$ cat config.mk
export PLATFORM = sky130hd
export DESIGN_NAME = alu_mc32
export DESIGN_NICKNAME = d
export VERILOG_FILES = /design/src/rtl/alu_mc32.sv
export SDC_FILE = /design/constraint.sdc
export NUM_CORES = 1
export LEC_CHECK = 0
export BUFFER_PORTS_ARGS = -buffer_cell sky130_fd_sc_hd__buf_2
export CORE_MARGIN = 2
export CORE_UTILIZATION = 40
export DETAILED_ROUTE_END_ITERATION = 10
export GPL_ROUTABILITY_DRIVEN = 0
export PLACE_DENSITY_LB_ADDON = 0.2
export SETUP_SLACK_MARGIN = 0.15
export SYNTH_ARGS = -nofsm -noshare
export SYNTH_HDL_FRONTEND = slang
export SYNTH_SLANG_ARGS = --single-unit
$ cat constraint.sdc
create_clock -name clk -period 10.6 [get_ports clk]
set_input_delay 3.18 -clock clk [delete_from_list [all_inputs] [get_ports clk]]
set_output_delay 3.18 -clock clk [all_outputs]
set_load 0.02 [all_outputs]
$ cat src/rtl/alu_mc32.sv
// Multi-cycle ALU with valid/ready handshakes; MUL uses an iterative shift-add datapath.
// Optional macro ALU_MULT_HI_EN adds R_HI, the upper half of the signed MUL product.
module alu_mc32 #(
   parameter int WIDTH     = 32,
   parameter int MUL_RADIX = 1
) (
   input  logic             clk,
   input  logic             rst_n,
   input  logic             in_valid,
   output logic             in_ready,
   input  logic [WIDTH-1:0] A,
   input  logic [WIDTH-1:0] B,
   input  logic [2:0]       S,
   output logic             out_valid,
   input  logic             out_ready,
   output logic [WIDTH-1:0] R,
   output logic             zero,
   output logic             carry,
   output logic             ovf
`ifdef ALU_MULT_HI_EN
   ,
   output logic [WIDTH-1:0] R_HI
`endif
);
   localparam int STEPS = WIDTH / MUL_RADIX;
   localparam int CW    = $clog2(STEPS + 1);

   localparam logic [2:0] opAdd = 3'b000, opXor = 3'b001, opSub = 3'b010, opMul = 3'b011,
                          opSlt = 3'b100, opNor = 3'b101, opAnd = 3'b110, opOr  = 3'b111;

   generate
      if (WIDTH % MUL_RADIX != 0) begin : gBadRadix
         $error("alu_mc32: WIDTH must be divisible by MUL_RADIX");
      end
      if (MUL_RADIX != 1 && MUL_RADIX != 2 && MUL_RADIX != 4) begin : gBadRadixVal
         $error("alu_mc32: MUL_RADIX must be 1, 2 or 4");
      end
   endgenerate

   typedef enum logic [1:0] {IDLE, MUL, DONE} state_t;
   state_t state, nextState;

   logic readyEn, acceptOp, mulFinish;
   logic [CW-1:0] cnt;
   logic [WIDTH-1:0] mplier;
   logic signed [2*WIDTH-1:0] mcand, acc, digX, pp;
   logic [MUL_RADIX:0] dig;
   logic [WIDTH:0] addSum, subSum;
   logic [WIDTH-1:0] aluR;
   logic aluC, aluV, mulOvf;

   // readyEn keeps in_ready low until the first clock after reset release
   always_ff @(posedge clk or negedge rst_n) begin
      if (!rst_n) readyEn <= 1'b0;
      else        readyEn <= 1'b1;
   end

   always_ff @(posedge clk or negedge rst_n) begin
      if (!rst_n) state <= IDLE;
      else        state <= nextState;
   end

   always_comb begin
      nextState = state;
      in_ready  = 1'b0;
      out_valid = 1'b0;
      acceptOp  = 1'b0;
      mulFinish = 1'b0;
      case (state)
         IDLE: begin
            in_ready = readyEn;
            if (in_valid && readyEn) begin
               acceptOp  = 1'b1;
               nextState = (S == opMul) ? MUL : DONE;
            end
         end
         MUL: begin
            if (cnt == '0) begin
               mulFinish = 1'b1;
               nextState = DONE;
            end
         end
         DONE: begin
            out_valid = 1'b1;
            in_ready  = out_ready;
            if (out_ready) begin
               if (in_valid) begin
                  acceptOp  = 1'b1;
                  nextState = (S == opMul) ? MUL : DONE;
               end else begin
                  nextState = IDLE;
               end
            end
         end
         default: nextState = IDLE;
      endcase
   end

   // single-cycle ops, evaluated on the live inputs at the accepting edge
   always_comb begin
      addSum = {1'b0, A} + {1'b0, B};
      subSum = {1'b0, A} + {1'b0, ~B} + {{WIDTH{1'b0}}, 1'b1};
      aluR   = '0;
      aluC   = 1'b0;
      aluV   = 1'b0;
      case (S)
         opAdd: begin
            aluR = addSum[WIDTH-1:0];
            aluC = addSum[WIDTH];
            aluV = (A[WIDTH-1] == B[WIDTH-1]) && (addSum[WIDTH-1] != A[WIDTH-1]);
         end
         opSub: begin
            aluR = subSum[WIDTH-1:0];
            aluC = ~subSum[WIDTH];
            aluV = (A[WIDTH-1] != B[WIDTH-1]) && (subSum[WIDTH-1] != A[WIDTH-1]);
         end
         opXor:   aluR = A ^ B;
         opSlt:   aluR = {{(WIDTH-1){1'b0}}, ($signed(A) < $signed(B))};
         opNor:   aluR = ~(A | B);
         opAnd:   aluR = A & B;
         opOr:    aluR = A | B;
         default: aluR = '0;
      endcase
   end

   // The top multiplier digit carries negative weight, so it is sign-extended on the last step.
   always_comb begin
      dig    = {(cnt == CW'(1)) & mplier[MUL_RADIX-1], mplier[MUL_RADIX-1:0]};
      digX   = {{(2*WIDTH-MUL_RADIX-1){dig[MUL_RADIX]}}, dig};
      pp     = mcand * digX;
      mulOvf = acc[2*WIDTH-1:WIDTH] != {WIDTH{acc[WIDTH-1]}};
   end

   always_ff @(posedge clk or negedge rst_n) begin
      if (!rst_n) begin
         R      <= '0;
         zero   <= 1'b0;
         carry  <= 1'b0;
         ovf    <= 1'b0;
         acc    <= '0;
         mcand  <= '0;
         mplier <= '0;
         cnt    <= '0;
`ifdef ALU_MULT_HI_EN
         R_HI   <= '0;
`endif
      end else if (acceptOp) begin
         if (S == opMul) begin
            mcand  <= {{WIDTH{A[WIDTH-1]}}, A};
            mplier <= B;
            acc    <= '0;
            cnt    <= CW'(STEPS);
         end else begin
            R     <= aluR;
            zero  <= (aluR == '0);
            carry <= aluC;
            ovf   <= aluV;
`ifdef ALU_MULT_HI_EN
            R_HI  <= '0;
`endif
         end
      end else if (state == MUL) begin
         if (cnt != '0) begin
            acc    <= acc + pp;
            mcand  <= mcand << MUL_RADIX;
            mplier <= mplier >> MUL_RADIX;
            cnt    <= cnt - CW'(1);
         end else if (mulFinish) begin
            R     <= acc[WIDTH-1:0];
            zero  <= (acc[WIDTH-1:0] == '0);
            carry <= 1'b0;
            ovf   <= mulOvf;
`ifdef ALU_MULT_HI_EN
            R_HI  <= acc[2*WIDTH-1:WIDTH];
`endif
         end
      end
   end
endmodule

# After elaboration in Yosys (flattened, before gate mapping)
# Cells that the tools add are included.
# W data, S select, Z words.
[word_totals] wordCells=113 register_bits=204 out_inout_bits=37
[op_classes] reduce_logical=15 bitwise=7 n_mux=53 mul=1 n_eq_ne=21 n_addsub=5 n_lt_le_gt_ge=1
[ops] operator="$mux W64" count=8
[ops] operator="$mux W32" count=9
[ops] operator="$pmux W32 S7" count=1
[ops] operator="$add A32 B32 Y33" count=2
[ops] operator="$add A64 B64 Y64" count=1
[ops] operator="$logic_not A32 Y1" count=2
[ops] operator="$mul A64 B2 Y64" count=1
[ops] operator="$not A32 Y32" count=2
[ops] operator="$add A33 B1 Y33 const B" count=1
[ops] operator="$and A32 B32 Y32" count=1
[ops] operator="$lt A32 B32 Y1" count=1
[ops] operator="$ne A32 B32 Y1" count=1
[ops] operator="$or A32 B32 Y32" count=1
[ops] operator="$xor A32 B32 Y32" count=1
[ops] operator="$mux W6" count=4
[ops] operator="$mux W1" count=21
[ops] operator="$eq A3 B3 Y1 const B" count=4
[ops] operator="$mux W2" count=5
[ops] operator="$ne A2 B2 Y1 const B" count=5
[ops] operator="$pmux W1 S2" count=4
[ops] operator="$eq A3 B2 Y1 const B" count=2
[ops] operator="$eq A6 B1 Y1 const B" count=1
[ops] operator="$logic_not A6 Y1" count=1
[ops] operator="$pmux W2 S3" count=1
[ops] operator="16 further kinds" count=23

# Logic depth before layout (Yosys ltp)
# Gate-level depths: netlist of the first run.
[logic_depth] ltp_word=8 depth_mapped=22

# Worst setup path after synthesis of the first run
# No wires, ideal clock.
[synth_timing] path_type="input to output" startpoint="in out_ready" endpoint="out in_ready" t_required_ps=7420 path_stages=2 slack_ps=3868 arrival_ps=3552 cell_sequence="mux2i_1 -> nor2_1"
[synth_between] elab_chain_cells=1
[synth_rtl] item="start: declaration" line="15" text="input logic out_ready,"
[synth_rtl] item="$pmux W1 S2" line="69" text="case (state)"
[synth_rtl] item="end: declaration" line="10" text="output logic in_ready,"
# Every way passes these cells.

# Worst setup path in the final report of the first run
[layout_timing] startpoint="in B[0]" endpoint="reg zero"
[layout_between] elab_chain_cells=7
[layout_rtl] item="start: declaration" line="12" text="input logic [WIDTH-1:0] B,"
[layout_rtl] item="$not A32 Y32" line="102" text="subSum = {1'b0, A} + {1'b0, ~B} + {{WIDTH{1'b0}}, 1'b1};"
[layout_rtl] item="$add A32 B32 Y33" line="102"
[layout_rtl] item="$add A33 B1 Y33" line="102"
[layout_rtl] item="$pmux W32 S7 *" line="106" text="case (S)"
[layout_rtl] item="$logic_not A32 Y1 *" line="155" text="zero <= (aluR == '0);"
[layout_rtl] item="$mux W1 *" line="148" text="if (S == opMul) begin"
[layout_rtl] item="$mux W1 *" line="147" text="end else if (acceptOp) begin"
[layout_rtl] item="end signal: assignment" line="155"
[layout_rtl] item="end signal: assignment" line="170" text="zero <= (acc[WIDTH-1:0] == '0);"
[layout_rtl] item="end: declaration" line="17" text="output logic zero,"
# Mark *: on every way between the ends. The rest lies on a longest branch, timed or not. The select of a mux whose other input is x is not followed.
# A chain may end at the register's enable or synchronous reset.

==> results of run 1 <==
-- cell usage in the layout, fill, tap and decap left out, drive strengths merged, types with 10 or more instances in the layout --
master and count:
inv 301, nand2 270, dfrtp 204, ha 179, o21ai 173, a21oi 161, nor2 130, buf 130
nand2b 94, xnor2 71, o22ai 69, a22oi 66, fa 65, a21o 56, mux2i 46, a221o 42
nor3 39, xor2 38, clkbuf 36, nor4 33, nand3 32, nand4 25, o21bai 24, a31oi 22
a211oi 21, a221oi 20, nor2b 19, and3 17, o31ai 17, and2 14, o21a 10
-- worst max-delay path, delay by kind of cell --
| kind | cells | cell delay [ns] |
|---|---|---|
| and+or+nand+nor | 5 | 1.28 |
| adders and majority gates | 2 | 0.73 |
| buffers and inverters | 1 | 0.13 |
| AOI/OAI and AO/OA | 6 | 2.41 |
-- metrics by stage --
| step | utilization [%] | hold WS, ns | area, µm² | setup WS [ns] |
|---|---|---|---|---|
| finish | 44.1 | 0.477 | 22500 | 3.36 |
| global route | 44.1 | 0.512 | 22500 | 3.25 |
| CTS | 44.1 | 0.483 | 22500 | 3.59 |
| global placement | 42.3 | 0.464 | 21600 | 3.05 |
| floorplan | - | 0.449 | 20500 | 3.87 |
| detailed placement | 42.3 | 0.470 | 21600 | 2.98 |
-- per-layer routing --
metal / up-vias / global-route usage [%] / routed length (µm)
met5: - / 0 / 0
met4: 0 / 6.73 / 1850
met3: 131 / 3.29 / 4920
met2: 770 / 40.7 / 30900
met1: 9488 / 35.6 / 31000
li1: 9015 / - / -
-- power breakdown --
group	switching [mW]	internal (mW)
Combinational	1.28	0.803
Sequential	0.371	1.09
Clock	0.400	0.569
-- cell families after synthesis --
group,after synthesis
compound gates,795
simple gates,705
buf+inv,446
fa+ha+maj,244
flops,204
xor+xnor,109
mux,46
other cells,1
-- flip-flops by register name (all words and copies together) (netlist names) --
register and flops:
R 32, zero 1, readyEn 1, carry 1, acc 64, mcand 64
state 2, mplier 32, ovf 1, cnt 6
-- final cells by class --
cell class	instances	area, µm²	area share (%)
well taps	680	851	3.78
clock inverters	13	129	0.573
inverters	303	1140	5.05
repair buffers	130	731	3.25
clock buffers	36	790	3.51
flip-flops and latches	204	5110	22.7
multi-input cells	1900	13800	61.1
-- Yosys cell counts (all sizes together), types with 9 or more instances --
master and number:
a211oi 21, a21o 56, a21oi 161, a221o 42
a221oi 20, a22oi 66, a31oi 22, and2 14
and3 17, buf 31, clkbuf 112, dfrtp 204
fa 65, ha 179, inv 300, mux2i 46
nand2 270, nand2b 94, nand3 32, nand4 25
nor2 130, nor2b 19, nor3 39, nor4 33
o211ai 9, o21a 10, o21ai 173, o21bai 24
o22ai 69, o31ai 17, xnor2 71, xor2 38
-- worst paths after layout --
check	start	to	slack, ns	cells after the start
setup / recovery	B[0]	zero$_DFFE_PN0P_	3.36	14
hold / removal	mplier[14]$_DFFE_PN0P_	mplier[14]$_DFFE_PN0P_	0.48	2
setup reg to reg	mplier[0]$_DFFE_PN0P_	acc[63]$_DFFE_PN0P_	4.15	19
hold reg to reg	mplier[14]$_DFFE_PN0P_	mplier[14]$_DFFE_PN0P_	0.48	2
max in group asynchronous	rst_n	mcand[59]$_DFFE_PN0P_	6.65	2
min in group asynchronous	rst_n	cnt[2]$_DFFE_PN0P_	2.56	1
==> reports/metrics.yaml, run 1 <==
outcome: "completed"
ant_nets: 0
htreeDepth: 1
nFillCells: 5166
cts_root_buf: "clkbuf_16"
gr-total-overflow: 0
clk_path_buf_depth: 3
cts.sinks: 204
track_usage_pct: 25.3
path_cells: "buf_2 -> ha_1 -> fa_1 -> a211oi_1 -> o21ai_0 -> nand2_1 -> o21ai_1 -> a2111oi_0 -> nor2_1 -> a221oi_1 -> nand3_1 -> nor4b_1 -> nand4_1 -> o41ai_2"
row_count: 83
grt_pass1_vias: 18700
dp_cells: 3217
syn_to_final_growth_pct: 9.63
min_period_ns: 7.24
core_area_um2: 51000
ctsResizeCount: 0
antenna_found_initial: 4
fp.dieH_um: 231
leakage_nw: 10.8
tns_ns: 0
drc: 0
ys.flop_type: "dfrtp_1"
numCtsBuffers: 27
num_vias: 19400
io_pins: 108
cap_violations: 0
synth_seq_cells: 204
synth_area_um2: 20500
synth_fa_ha_area_share_pct: 17.2
hold_buffers: 0
async_flop_share_pct: 100
clk_latency_ns: 0.59
critPathArrivalTime_ns: 7.73
clock_skew_ns: 0.0278
synth_top_family_by_area: "compound AO/OA/AOI/OAI gates"
synth_compound_area_share_pct: 26.3
crit_path_end_kind: "register"
path_clk_slew_ns: 0.07
initial_core_util_pct: 40.3
hold_path.class: "reg2reg"
worst-setup-path-type: "in2reg"
viasPerCell: 5.94
worstPathRequired_ns: 11.09
routed_wl_mm: 68.7
dp_hpwl_mm: 50.3
synth_xor_area_share_pct: 4.65
wire_per_inst_um: 21.0
worst_pin_slew_ns: 1.03
slew_viol_final: 0
drt_iter0_markers: 2102
synth_area_per_cell_um2: 8.05
cts_tree: "yes"
fmax_ghz: 0.138
worstSetupStartpointType: "input port"
finalNonFillerCells: 3266
num_antenna_cells: 0
finalHoldViolCount: 0
synth.largest_area_cell: "dfrtp_1"
synth-simple-area-share_pct: 16.4
p_per_area_nw_per_um2: 200
synth_nets: 2865
grt_max_degree: 134
crit_fanout: 5
syn_inst: 2550
synth_edf_count: 0
rsz0062_at_grt: "no"
ys_seq_area_share_pct: 24.9
synthTopCellsByArea: "dfrtp_1, ha_1, fa_1"
drive_gt1_share_pct: 8.35
cpMaxStageDelayCell: "a2111oi_0"
crit_path_max_incr_delay_ns: 0.84
die-area_um2: 53100
relSlewSlack_pct: 31.2
synth_warnings: 0
first_pass_iters: 6
max-vdd-ir-drop_uv: 128
grt_pass1_wl_mm: 107
synth_mux_area_share_pct: 2.24
ys_types: 86
yosysTopAreaCellShare_pct: 24.9
setup_violations: 0
power.total_mw: 4.51
post_cts_buffers: 0
fp.dieW_um: 231
final_nets: 2881
period_share_pct: 68.3
portBuffers: 107
Power figures use the tool's default switching activity.
==> run 2: changes to the inputs <==
- clock period: 10.6 -> 7.3 ns (I/O delays scaled with it)
==> reports/metrics.yaml, run 2 (synthesis results as in run 1) <==
hold_path.class: "reg2reg"  # unchanged
crit_path_end_kind: "register"  # unchanged
r2r_slack_ns: 1.36  # was 4.15 ns
p_per_area_nw_per_um2: 293  # was 200 nW/µm²
cts_root_buf: "clkbuf_16"  # unchanged
final_common_cell: "inv_1"  # unchanged
slew_viol_final: 0  # unchanged
seqCellArea_um2: 5110  # unchanged
power.total_mw: 6.63  # was 4.51 mW
min_period_ns: 6.30
reg2reg_to: "acc[60]$_DFFE_PN0P_"  # was acc[63]$_DFFE_PN0P_
fmax_ghz: 0.159
place_ws_ns: 0.650  # was 2.98 ns
hold_end: "mplier[13]$_DFFE_PN0P_"  # was mplier[14]$_DFFE_PN0P_
outcome: "completed"  # unchanged
drt_iter0_markers: 1978  # was 2102
final_nets: 2888  # was 2881
io_pins: 108  # unchanged
r2r_cells: 19  # unchanged
portBuffers: 107  # unchanged
fin_ws_ns: 1.00  # was 3.36 ns
drc: 0  # unchanged
worstSetupStartpointType: "input port"  # unchanged
initial_core_util_pct: 40.3  # unchanged
first_pass_iters: 6  # unchanged
final_cell_mix: "inv_1, nand2_1, dfrtp_1"  # unchanged
multi_input_area_um2: 13800  # unchanged
dpl_cell_area_um2: 21700  # was 21600 µm²
finish.utilization_pct: 44.5  # was 44.1%
hold_buffers: 0  # unchanged
antenna_found_initial: 4  # unchanged
reg_top3: "acc: 64 flops, mcand: 64 flops"  # unchanged
finalHoldViolCount: 0  # unchanged
worstReg2RegStart: "cnt[2]$_DFFE_PN0P_"  # was mplier[0]$_DFFE_PN0P_
cpMaxStageDelayCell: "a2111oi_0"  # unchanged
leakage_nw: 10.9  # was 10.8 nW
min_from: "mplier[13]$_DFFE_PN0P_"  # was mplier[14]$_DFFE_PN0P_
htreeDepth: 1  # unchanged
row_count: 83  # unchanged
hold_slack_ns: 0.478  # was 0.477 ns
holdPathStages: 2  # unchanged
ctsResizeCount: 0  # unchanged
worst-setup-path-type: "in2reg"  # unchanged
path_cells: "buf_2 -> inv_1 -> ha_1 -> a21oi_1 -> and3_1 -> o31a_1 -> o21ai_1 -> a2111oi_0 -> nor2_1 -> a221oi_1 -> nand3_1 -> nor4b_1 -> nand4_1 -> o41ai_2"  # was buf_2 -> ha_1 -> fa_1 -> a211oi_1 -> o21ai_0 -> nand2_1 -> o21ai_1 -> a2111oi_0 -> nor2_1 -> a221oi_1 -> nand3_1 -> nor4b_1 -> nand4_1 -> o41ai_2
grt_pass1_wl_mm: 109  # was 107 mm
cp_top_family: "compound AO/OA/AOI/OAI gates"  # unchanged
cts_tree: "yes"  # unchanged
viasPerCell: 5.92  # was 5.94
num_vias: 19400  # about the same
grt_max_degree: 109  # was 134
die-area_um2: 53100  # unchanged
worstPathRequired_ns: 7.78  # was 11.09 ns
max-vdd-ir-drop_uv: 188  # was 128 µV
routed_wl_mm: 68.8  # was 68.7 mm
syn_to_final_growth_pct: 10.4  # was 9.63%
core_area_um2: 51000  # unchanged
post_cts_buffers: 0  # unchanged
numCtsBuffers: 28  # was 27
crit_fanout: 11  # was 5
dp_hpwl_mm: 51.3  # was 50.3 mm
nFillCells: 5149  # was 5166
gr-total-overflow: 0  # unchanged
critPathArrivalTime_ns: 6.78  # was 7.73 ns
ant_nets: 0  # unchanged
clk_path_buf_depth: 3  # unchanged
relSlewSlack_pct: 28.6  # was 31.2%
fp.dieH_um: 231  # unchanged
finalNonFillerCells: 3279  # was 3266
track_usage_pct: 25.5  # was 25.3%
period_share_pct: 86.3
tns_ns: 0  # unchanged
final_cell_area_um2: 22700  # was 22500 µm²
rsz0062_at_grt: "no"  # unchanged
crit_buf_inv: 2  # was 1
drive_gt1_share_pct: 8.63  # was 8.35%
crit_path_max_incr_delay_ns: 0.92  # was 0.84 ns
fp.dieW_um: 231  # unchanged
dp_cells: 3223  # was 3217
cap_violations: 0  # unchanged
clock_skew_ns: 0.0331  # was 0.0278 ns
path_clk_slew_ns: 0.06  # was 0.07 ns
grt_pass1_vias: 19000  # was 18700
setup_violations: 0  # unchanged
worst_pin_slew_ns: 1.07  # was 1.03 ns
cts.sinks: 204  # unchanged
wire_per_inst_um: 21.0  # about the same
clk_latency_ns: 0.60  # was 0.59 ns
## run 2: where the power goes
part	leakage [nW]	switching, mW	internal, mW
clock	0.469	0.599	0.892
sequential	2.65	0.528	1.59
combinational	7.73	1.85	1.17
total	10.9	2.98	3.65
## run 2: per-layer routing
layer | part of all wire (%) | global-route usage [%] | vias to the layer above
met5 | 0 | 0 | -
met4 | 2.9 | 7.66 | 0
met3 | 7.8 | 4.62 | 132
met2 | 45 | 40.7 | 777
met1 | 44 | 35.2 | 9467
li1 | - | - | 9044
## run 2: worst min-delay path, cell delays in order, from the launching register on
cell,delay [ns]
dfrtp_1,0.34
nand2_1,0.04
o21ai_0,0.06
## run 2: cell type report
cell class	instances	area share, %
Multi-Input combinational cell	1900	60.7
Timing Repair Buffer	136	3.53
Sequential cell	204	22.5
Clock buffer	34	3.37
Inverter	303	5.02
Tap cell	680	3.75
Clock inverter	18	1.06
Antenna cell	4	0.0442
## run 2: worst max-delay path by stage
stage / to / cells past startpoint / from / slack (ns)
2_1_floorplan: zero$_DFFE_PN0P_ / 15 / A[0] / 2.18
3_3_place_gp: zero$_DFFE_PN0P_ / 14 / A[5] / 0.62
3_5_place_dp: zero$_DFFE_PN0P_ / 14 / A[5] / 0.65
4_1_cts: zero$_DFFE_PN0P_ / 14 / A[5] / 1.25
5_1_grt: zero$_DFFE_PN0P_ / 14 / A[5] / 0.93
6_report: zero$_DFFE_PN0P_ / 14 / A[9] / 1.00
